--- src/rtl/aes_inv_key_gen.sv ---
// Inverse AES-128 key schedule: loads the round-10 key and streams round keys
// 10 down to 0 over a valid/ready handshake. SubWord is computed by an
// external S-box shared through sub_o/sub_i, with SBOX_LAT cycles of latency.
// Optional build macro AES_INV_KEY_CACHE_EN adds an 11-entry round-key cache
// with a registered random-access read port.
module aes_inv_key_gen #(
  parameter int unsigned SBOX_LAT = 0
) (
  input  logic         clk,
  input  logic         rst,
  input  logic         load_i,
  input  logic [127:0] key10_i,
  output logic         ready_o,
  output logic [127:0] key_o,
  output logic [3:0]   rnd_o,
  output logic         key_valid_o,
  input  logic         key_ready_i,
  output logic         done_o,
  output logic [31:0]  sub_o,
  input  logic [31:0]  sub_i
`ifdef AES_INV_KEY_CACHE_EN
  ,
  input  logic [3:0]   rd_rnd_i,
  output logic [127:0] rd_key_o,
  output logic         rd_vld_o
`endif
);

  localparam int unsigned KEY_W = 128;
  localparam int unsigned WORD_W = 32;
  localparam int unsigned RND_W = 4;
  localparam int unsigned RCON_W = 8;
  localparam int unsigned CNT_W = 2;

  typedef enum logic [1:0] {
    ST_IDLE = 2'd0,
    ST_OUT  = 2'd1,
    ST_SUB  = 2'd2
  } state_e;

  state_e              state_q, state_d;
  logic [KEY_W-1:0]    key_q, key_d;
  logic [RND_W-1:0]    rnd_q, rnd_d;
  logic [RCON_W-1:0]   rcon_q, rcon_d;
  logic [WORD_W-1:0]   sub_q, sub_d;
  logic [CNT_W-1:0]    cnt_q, cnt_d;
  logic                valid_q, valid_d;
  logic                ready_q, ready_d;
  logic                done_q, done_d;

  logic [WORD_W-1:0]   w0, w1, w2, w3;
  logic [WORD_W-1:0]   p0, p1, p2, p3;
  logic                sub_last;

  // Previous-round words recovered from the current round key and S-box result
  always_comb begin
    w0 = key_q[127:96];
    w1 = key_q[95:64];
    w2 = key_q[63:32];
    w3 = key_q[31:0];
    p3 = w3 ^ w2;
    p2 = w2 ^ w1;
    p1 = w1 ^ w0;
    p0 = w0 ^ sub_i ^ {rcon_q, 24'h0};
    sub_last = (cnt_q == CNT_W'(SBOX_LAT));
  end

  // Next-state and next-output logic
  always_comb begin
    state_d = state_q;
    key_d   = key_q;
    rnd_d   = rnd_q;
    rcon_d  = rcon_q;
    sub_d   = sub_q;
    cnt_d   = cnt_q;
    valid_d = valid_q;
    ready_d = ready_q;
    done_d  = 1'b0;

    case (state_q)
      ST_IDLE: begin
        ready_d = 1'b1;
        if (load_i) begin
          key_d   = key10_i;
          rnd_d   = RND_W'(10);
          rcon_d  = 8'h36;
          valid_d = 1'b1;
          ready_d = 1'b0;
          state_d = ST_OUT;
        end
      end
      ST_OUT: begin
        if (key_ready_i) begin
          valid_d = 1'b0;
          if (rnd_q != '0) begin
            sub_d   = {p3[23:0], p3[31:24]};
            cnt_d   = '0;
            state_d = ST_SUB;
          end else begin
            ready_d = 1'b1;
            done_d  = 1'b1;
            state_d = ST_IDLE;
          end
        end
      end
      ST_SUB: begin
        if (sub_last) begin
          key_d   = {p0, p1, p2, p3};
          rnd_d   = rnd_q - RND_W'(1);
          rcon_d  = rcon_q[0] ? (((rcon_q ^ 8'h1B) >> 1) | 8'h80) : (rcon_q >> 1);
          sub_d   = '0;
          valid_d = 1'b1;
          state_d = ST_OUT;
        end else begin
          cnt_d = cnt_q + CNT_W'(1);
        end
      end
      default: begin
        state_d = ST_IDLE;
        ready_d = 1'b1;
        valid_d = 1'b0;
        sub_d   = '0;
      end
    endcase
  end

  // State and output registers
  always_ff @(posedge clk) begin
    if (rst) begin
      state_q <= ST_IDLE;
      key_q   <= '0;
      rnd_q   <= '0;
      rcon_q  <= 8'h36;
      sub_q   <= '0;
      cnt_q   <= '0;
      valid_q <= 1'b0;
      ready_q <= 1'b1;
      done_q  <= 1'b0;
    end else begin
      state_q <= state_d;
      key_q   <= key_d;
      rnd_q   <= rnd_d;
      rcon_q  <= rcon_d;
      sub_q   <= sub_d;
      cnt_q   <= cnt_d;
      valid_q <= valid_d;
      ready_q <= ready_d;
      done_q  <= done_d;
    end
  end

  assign ready_o     = ready_q;
  assign key_o       = key_q;
  assign rnd_o       = rnd_q;
  assign key_valid_o = valid_q;
  assign done_o      = done_q;
  assign sub_o       = sub_q;

`ifdef AES_INV_KEY_CACHE_EN
  localparam int unsigned NKEYS = 11;

  logic [KEY_W-1:0] cache_q [NKEYS];
  logic [KEY_W-1:0] cache_d [NKEYS];
  logic [NKEYS-1:0] cvld_q, cvld_d;
  logic [KEY_W-1:0] rd_key_q, rd_key_d;
  logic             rd_vld_q, rd_vld_d;
  logic             load_acc;
  logic             cache_wr;

  // Cache every emitted key at its round index; serve registered reads
  always_comb begin
    load_acc = (state_q == ST_IDLE) && load_i;
    cache_wr = load_acc || ((state_q == ST_SUB) && sub_last);
    cache_d  = cache_q;
    cvld_d   = cvld_q;
    if (load_acc) begin
      cvld_d = '0;
    end
    if (cache_wr) begin
      cache_d[rnd_d] = key_d;
      cvld_d[rnd_d]  = 1'b1;
    end
    rd_key_d = '0;
    rd_vld_d = 1'b0;
    if (rd_rnd_i <= RND_W'(10)) begin
      rd_key_d = cache_q[rd_rnd_i];
      rd_vld_d = cvld_q[rd_rnd_i];
    end
  end

  // Cache data storage; validity tracked separately so data needs no reset
  always_ff @(posedge clk) begin
    cache_q <= cache_d;
  end

  // Cache valid bits and read port registers
  always_ff @(posedge clk) begin
    if (rst) begin
      cvld_q   <= '0;
      rd_key_q <= '0;
      rd_vld_q <= 1'b0;
    end else begin
      cvld_q   <= cvld_d;
      rd_key_q <= rd_key_d;
      rd_vld_q <= rd_vld_d;
    end
  end

  assign rd_key_o = rd_key_q;
  assign rd_vld_o = rd_vld_q;
`endif

endmodule

--- config.mk ---
export PLATFORM = sky130hd
export DESIGN_NAME = aes_inv_key_gen
export DESIGN_NICKNAME = d
export VERILOG_FILES = /design/src/rtl/aes_inv_key_gen.sv
export SDC_FILE = /design/constraint.sdc
export NUM_CORES = 1
export LEC_CHECK = 0
export CORE_MARGIN = 2
export CORE_UTILIZATION = 46
export DETAILED_ROUTE_END_ITERATION = 10
export PLACE_DENSITY = 0.82
export SETUP_SLACK_MARGIN = 0.02
export SLEW_MARGIN = 10
export SYNTH_ARGS = -nofsm -noshare
export SYNTH_HDL_FRONTEND = slang
export SYNTH_SLANG_ARGS = --single-unit
--- constraint.sdc ---
create_clock -name clk -period 2.4 [get_ports clk]
set_input_delay 0.36 -clock clk [delete_from_list [all_inputs] [get_ports clk]]
set_output_delay 0.36 -clock clk [all_outputs]
set_load 0.1 [all_outputs]
Yosys cells after proc, flatten, opt, wreduce, memory -nomap -nowiden
Index checks and enable logic that the tools add are counted.

cells by class
  add/sub/neg operators = 2
  eq/ne operators = 8
  muxes and demuxes = 32
  bitwise logic cells = 10
  reductions and logical operators = 11

operators with widths
  kind                 number
  $mux 128             2
  $pmux 128 s2         1
  $xor 32x32->32       5
  $mux 32              3
  $pmux 32 s3          1
  $mux 8               3
  $pmux 8 s2           1
  $mux 2               7
  $ne 2x2->1 const B   6
  $reduce_and 3->1     3
  $mux 4               2
  $pmux 4 s2           1
  $reduce_and 4->1     2
  $mux 1               7
  $pmux 1 s3           2
  $pmux 2 s3           1
  $logic_not 2->1      2
  $not 1->1            4
  $not 4->4            1
  $pmux 2 s2           1
  $reduce_bool 2->1    2
  $reduce_bool 4->1    1
  $sub 4x1->4 const B  1
  $reduce_or 3->1      1
  other kinds (3)      3

word-level totals
  bits in registers = 179
  input bits = 164
  output and inout port bits = 167
  logic and storage cells = 72

Depth between registers and ports, before layout
  depth in word-level cells = 4
  mapped depth = 8
  depth with buffers taken out = 5

Worst setup path after synthesis
OpenSTA, ideal clock, no wires.

  kind = register -> register
  start = register rnd_q[0], in the netlist rnd_o[0]
  end = register sub_q[1], in the netlist sub_o[1]
  setup time = 0.071 ns
  arrival time = 2.327 ns
  required time = 2.329 ns
  path slack = 0.002 ns
  cell stages (with the launch flop) = 8
  path buffers = 2
  clock period less this slack = 2.398 ns
  cells stage by stage = dfxtp_1 > inv_1 > ha_1 > nor3b_1 > or3_1 > clkbuf_1 > buf_2 > o2bb2ai_1

on the way
  cells in the longest elaborated chain, start to end = 3

ends and longest elaborated chain
  item                        RTL line  source
  from (decl)                 43        logic [RND_W-1:0] rnd_q, rnd_d;
  from (signal assigned)      142       rnd_q <= rnd_d;
  $reduce_bool 4->1           95        if (rnd_q != '0) begin
  $ne 2x2->1 (no line)        -
  $reduce_and 4->1 (no line)  -
  to (signal assigned)        144       sub_q <= sub_d;
  to (decl)                   45        logic [WORD_W-1:0] sub_q, sub_d;

Every way passes these cells.
A chain may end at the register's enable or synchronous reset.

Final worst setup path
  start = register cnt_q[0]
  end = register key_q[16], in the netlist key_o[16]

on the way
  cells in the longest elaborated chain, start to end = 3

ends and longest elaborated chain
  item                        RTL line  source
  from (decl)                 46        logic [CNT_W-1:0] cnt_q, cnt_d;
  from (signal assigned)      145       cnt_q <= cnt_d;
  $logic_not 2->1             65        sub_last = (cnt_q == CNT_W'(SBOX_LAT));
  $ne 2x2->1 (no line)        -
  $reduce_and 3->1 (no line)  -
  to (signal assigned)        141       key_q <= key_d;
  to (decl)                   42        logic [KEY_W-1:0] key_q, key_d;

Every way passes these cells.

==> metrics.md <==
| Metric | Value |
|---|---|
| Number of port buffers | 330 |
| Die ar. | 21,530 sq um |
| Buffer cell driving the clock tree root | clkbuf_16 |
| Fraction of registers with async set or reset after synthesis | 0% |
| HPWL Detailed | 24,360 um |
| Grt ovf | 0 |
| Fraction of the yosys area taken by sequential cells | 38.25% |
| FF-to-FF setup slack | between 0.3 and 0.4 ns |
| Post-layout net count | ~1,400 |
| Cell with the most instances after synthesis | dfxtp_1 |
| Max-slew violation count | 0 |
| Number of synthesis warnings | 0 |
| R2r startpoint | cnt_q[0] |
| Number of H-tree levels | 4 |
| Buffer levels on the longest clock path | 2 |
| Leakage power | approximately 4.7 nW |
| Final count of negative-setup-slack endpoints | 0 |
| Crit Path Max Fanout | 79 |
| Pwr per Cell Area | 731.1 nW/um^2 |
| Most common flop cell mapped by yosys | dfxtp_1 |
| Starting Density | 46.60% |
| Max stage delay on crit path | 0.67 ns |
| Count of cell types in the netlist | 51 |
| Vias in the first global route | 9,044 |
| Max stage delay cell, worst path | buf_4 |
| Worst-case reg-to-reg path depth | 6 |
| Worst Setup Slack, final | between 0.3 and 0.4 ns |
| Required time worst endpoint | around 2.7 ns |
| I/O pin total | 331 |
| Number of standard cells after synthesis | 1,000 |
| Clock tree sinks | about 180 |
| Post-detailed-route count of antenna-violating nets | 0 |
| Shortest clock period the worst path allows after layout | between 2 and 2.5 ns |
| GRT Total Usage | roughly 31% |
| Post-route total power | 0.009464 W |
| First element of the critical path | cnt_q[0] |
| Area leader, netlist | dfxtp_1 |
| Iteration-0 DRC Markers | 1,158 |
| Hold path startpoint | sub_o[27] |
| Final Wtd Congestion | 0.9455 |
| Worst setup path endpoint | key_o[16] |
| First-pass GRT wire length | 53,610 um |
| Post-synthesis net count | approximately 1,200 |
| FF-to-FF End | key_o[16] |
| Portion of synthesized cell area occupied by the leading cell type | a little under two fifths |
| Final worst clock skew | 0.01001 ns |
| Data arrival time at the worst-slack endpoint | around 2.4 ns |
| Number of vias after detailed routing | 9,888 |
| Cts-stage hold buffer count | 0 |
| DRC errors left | 0 |
| Max-cap violation count | 0 |
| Share of cells above drive strength 1 | 18.75% |
| Fill cells | 1,618 |
| Resize count post-CTS | 0 |
| Height of the die | 146.7 um |
| Die span in x | ~150 um |
| Final wirelength | 35,200 um |
| Post-synth EDFFs | 0 |
| Hold Crit Class | flop to flop |
| Cell breakdown of the critical path | inv_1 -> ha_1 -> mux2i_4 -> buf_4 -> o311ai_0 -> o31ai_1 |
| Fmax | 0.4841 GHz |
| Setup repair after global routing missed its margin | no |
| Clock transition at path regs | 0.07 ns |
| # Post-CTS Setup Buffers | 0 |
| Worst slew pin tran | 0.8218 ns |
| Number of buffers created by CTS | 17 |
| Routed length per placed instance | 22.92 um |
| Element type at the critical path start | flop |
| Core region area | a little over 20,000 sq um |
| Main area contributors after synthesis | dfxtp_1 38%, o311ai_0 8.9%, nor3b_1 7.8% |
| Flip-flop and latch area | 3592 sq um |
| Worst rel slew slack | 45.21% |
| Crit path capture type | flop |
| Row cnt | 52 |
| Worst slack, placed | between 0.2 and 0.25 ns |
| Startpoint-to-endpoint class of the critical path | flop to flop |
| TritonCTS clock tree | done |
| Most numerous cell types in the synthesized netlist | 179 x dfxtp_1, 97 x nor3b_1, 95 x a22oi_1, 95 x o311ai_0, 76 x clkbuf_1 |
| Portion of the clock cycle consumed by the worst path in the final layout | 86.07% |
| Peak supply drop | roughly 0.47 mV |
| Pin count of the biggest net entering global routing | 130 |
| Clock latency of the later-clocked register in the worst-skew pair | 0.44 ns |
| Multi-input gate area in the final layout | around 5000 sq um |
| Combined area of all synthesized cells | 9369 sq um |
| Hold Vio Cnt, Final | 0 |
| Setup TNS | 0 ns |
| Total of flip-flops plus latches after synthesis | 179 |
| First-pass iteration count of the detailed router | 5 |
| Antenna violations before repair | 2 |
| Vias per std cell | 6.438 |
| P&R area growth vs syn | 38.17% |
| Worst Hold Margin | 0.4655 ns |
| Outcome | complete, no violations |
| Synth Area per Inst | 9.369 sq um |
==> flip-flops by register name, summed over array words and instances (netlist names) <==
name         cells
sub_o           32
rcon_q           8
key_o          128
state_q          2
ready_o          1
rnd_o            4
cnt_q            2
done_o           1
key_valid_o      1
==> cells by family after synthesis <==
kind of cell / Yosys count / synth area share [%]
compound gates: 448 / 35.74
xor+xnor: 42 / 4.087
fa+ha+maj: 3 / 0.4007
buf+inv: 157 / 7.398
flops: 179 / 38.25
mux: 3 / 0.3339
simple gates: 168 / 13.80
==> layout make-up <==
class                           count  area share, %
Tap cell                          270          2.610
Timing Repair Buffer              355          24.57
Multi-Input combinational cell    664          39.55
Inverter                           34         0.9859
Clock inverter                     14          1.102
Clock buffer                       18          3.393
Antenna cell                        2        0.03866
Sequential cell                   179          27.75
==> power breakdown <==
part	switching (W)	internal, W
combinational	0.00226	0.000907
clock	0.00132	0.00149
sequential	0.000297	0.00318
==> worst min-delay path by stage <==
stage | to | cells past startpoint | slack (ns)
final | sub_o[27] | 1 | 0.47
after global routing | sub_o[31] | 1 | 0.48
after CTS | sub_o[25] | 1 | 0.47
after detailed placement | sub_o[25] | 1 | 0.45
after global placement | sub_o[31] | 1 | 0.45
after floorplan | cnt_q[0] | 1 | 0.45
==> cells in the final DEF (no fill, tap or decap), types with 3 or more instances in the layout <==
master	n
nor4bb_1	32
ha_1	3
nand2_1	3
buf_4	183
o32ai_1	25
o31ai_1	34
a22oi_1	95
a211oi_1	4
o21ai_0	68
clkdlybuf4s50_1	162
xnor2_1	33
nor4_1	3
clkinv_4	3
o2bb2ai_1	39
buf_12	9
o311ai_0	95
or4_1	3
nor3b_1	97
a21oi_1	44
clkbuf_16	17
inv_1	32
o21ai_1	5
nand2b_1	3
o211a_1	24
nand4_1	5
xor2_1	8
o211ai_1	7
nor2b_1	7
inv_6	5
dfxtp_1	176
==> layer usage <==
| metal | global-route usage (%) | part of all wire [%] | vias to the layer above |
|---|---|---|---|
| met5 | 0 | 0 | - |
| met4 | 11.36 | 3.3 | 0 |
| met3 | 5.280 | 7.9 | 70 |
| met2 | 45.85 | 45 | 546 |
| met1 | 46.03 | 44 | 4732 |
| li1 | - | - | 4540 |
==> critical path: cells and delay by family (launching register included) <==
kind,cells,cell delay [ns]
fa+ha+maj,1,0.30
flops,1,0.36
mux,1,0.18
compound gates,2,0.37
buf+inv,2,0.73
==> metrics by stage <==
| stage | utilization, % | area, sq um | instances |
|---|---|---|---|
| 6_report | 64.39 | 12940 | 1536 |
| 5_1_grt | 64.39 | 12940 | 1536 |
| 4_1_cts | 64.36 | 12940 | 1534 |
| 3_5_place_dp | 61.47 | 12360 | 1502 |
| 3_3_place_gp | 61.47 | 12360 | 1502 |
| 2_1_floorplan | - | 9370 | 1000 |
Note: power is estimated with default switching activity, not from simulation.
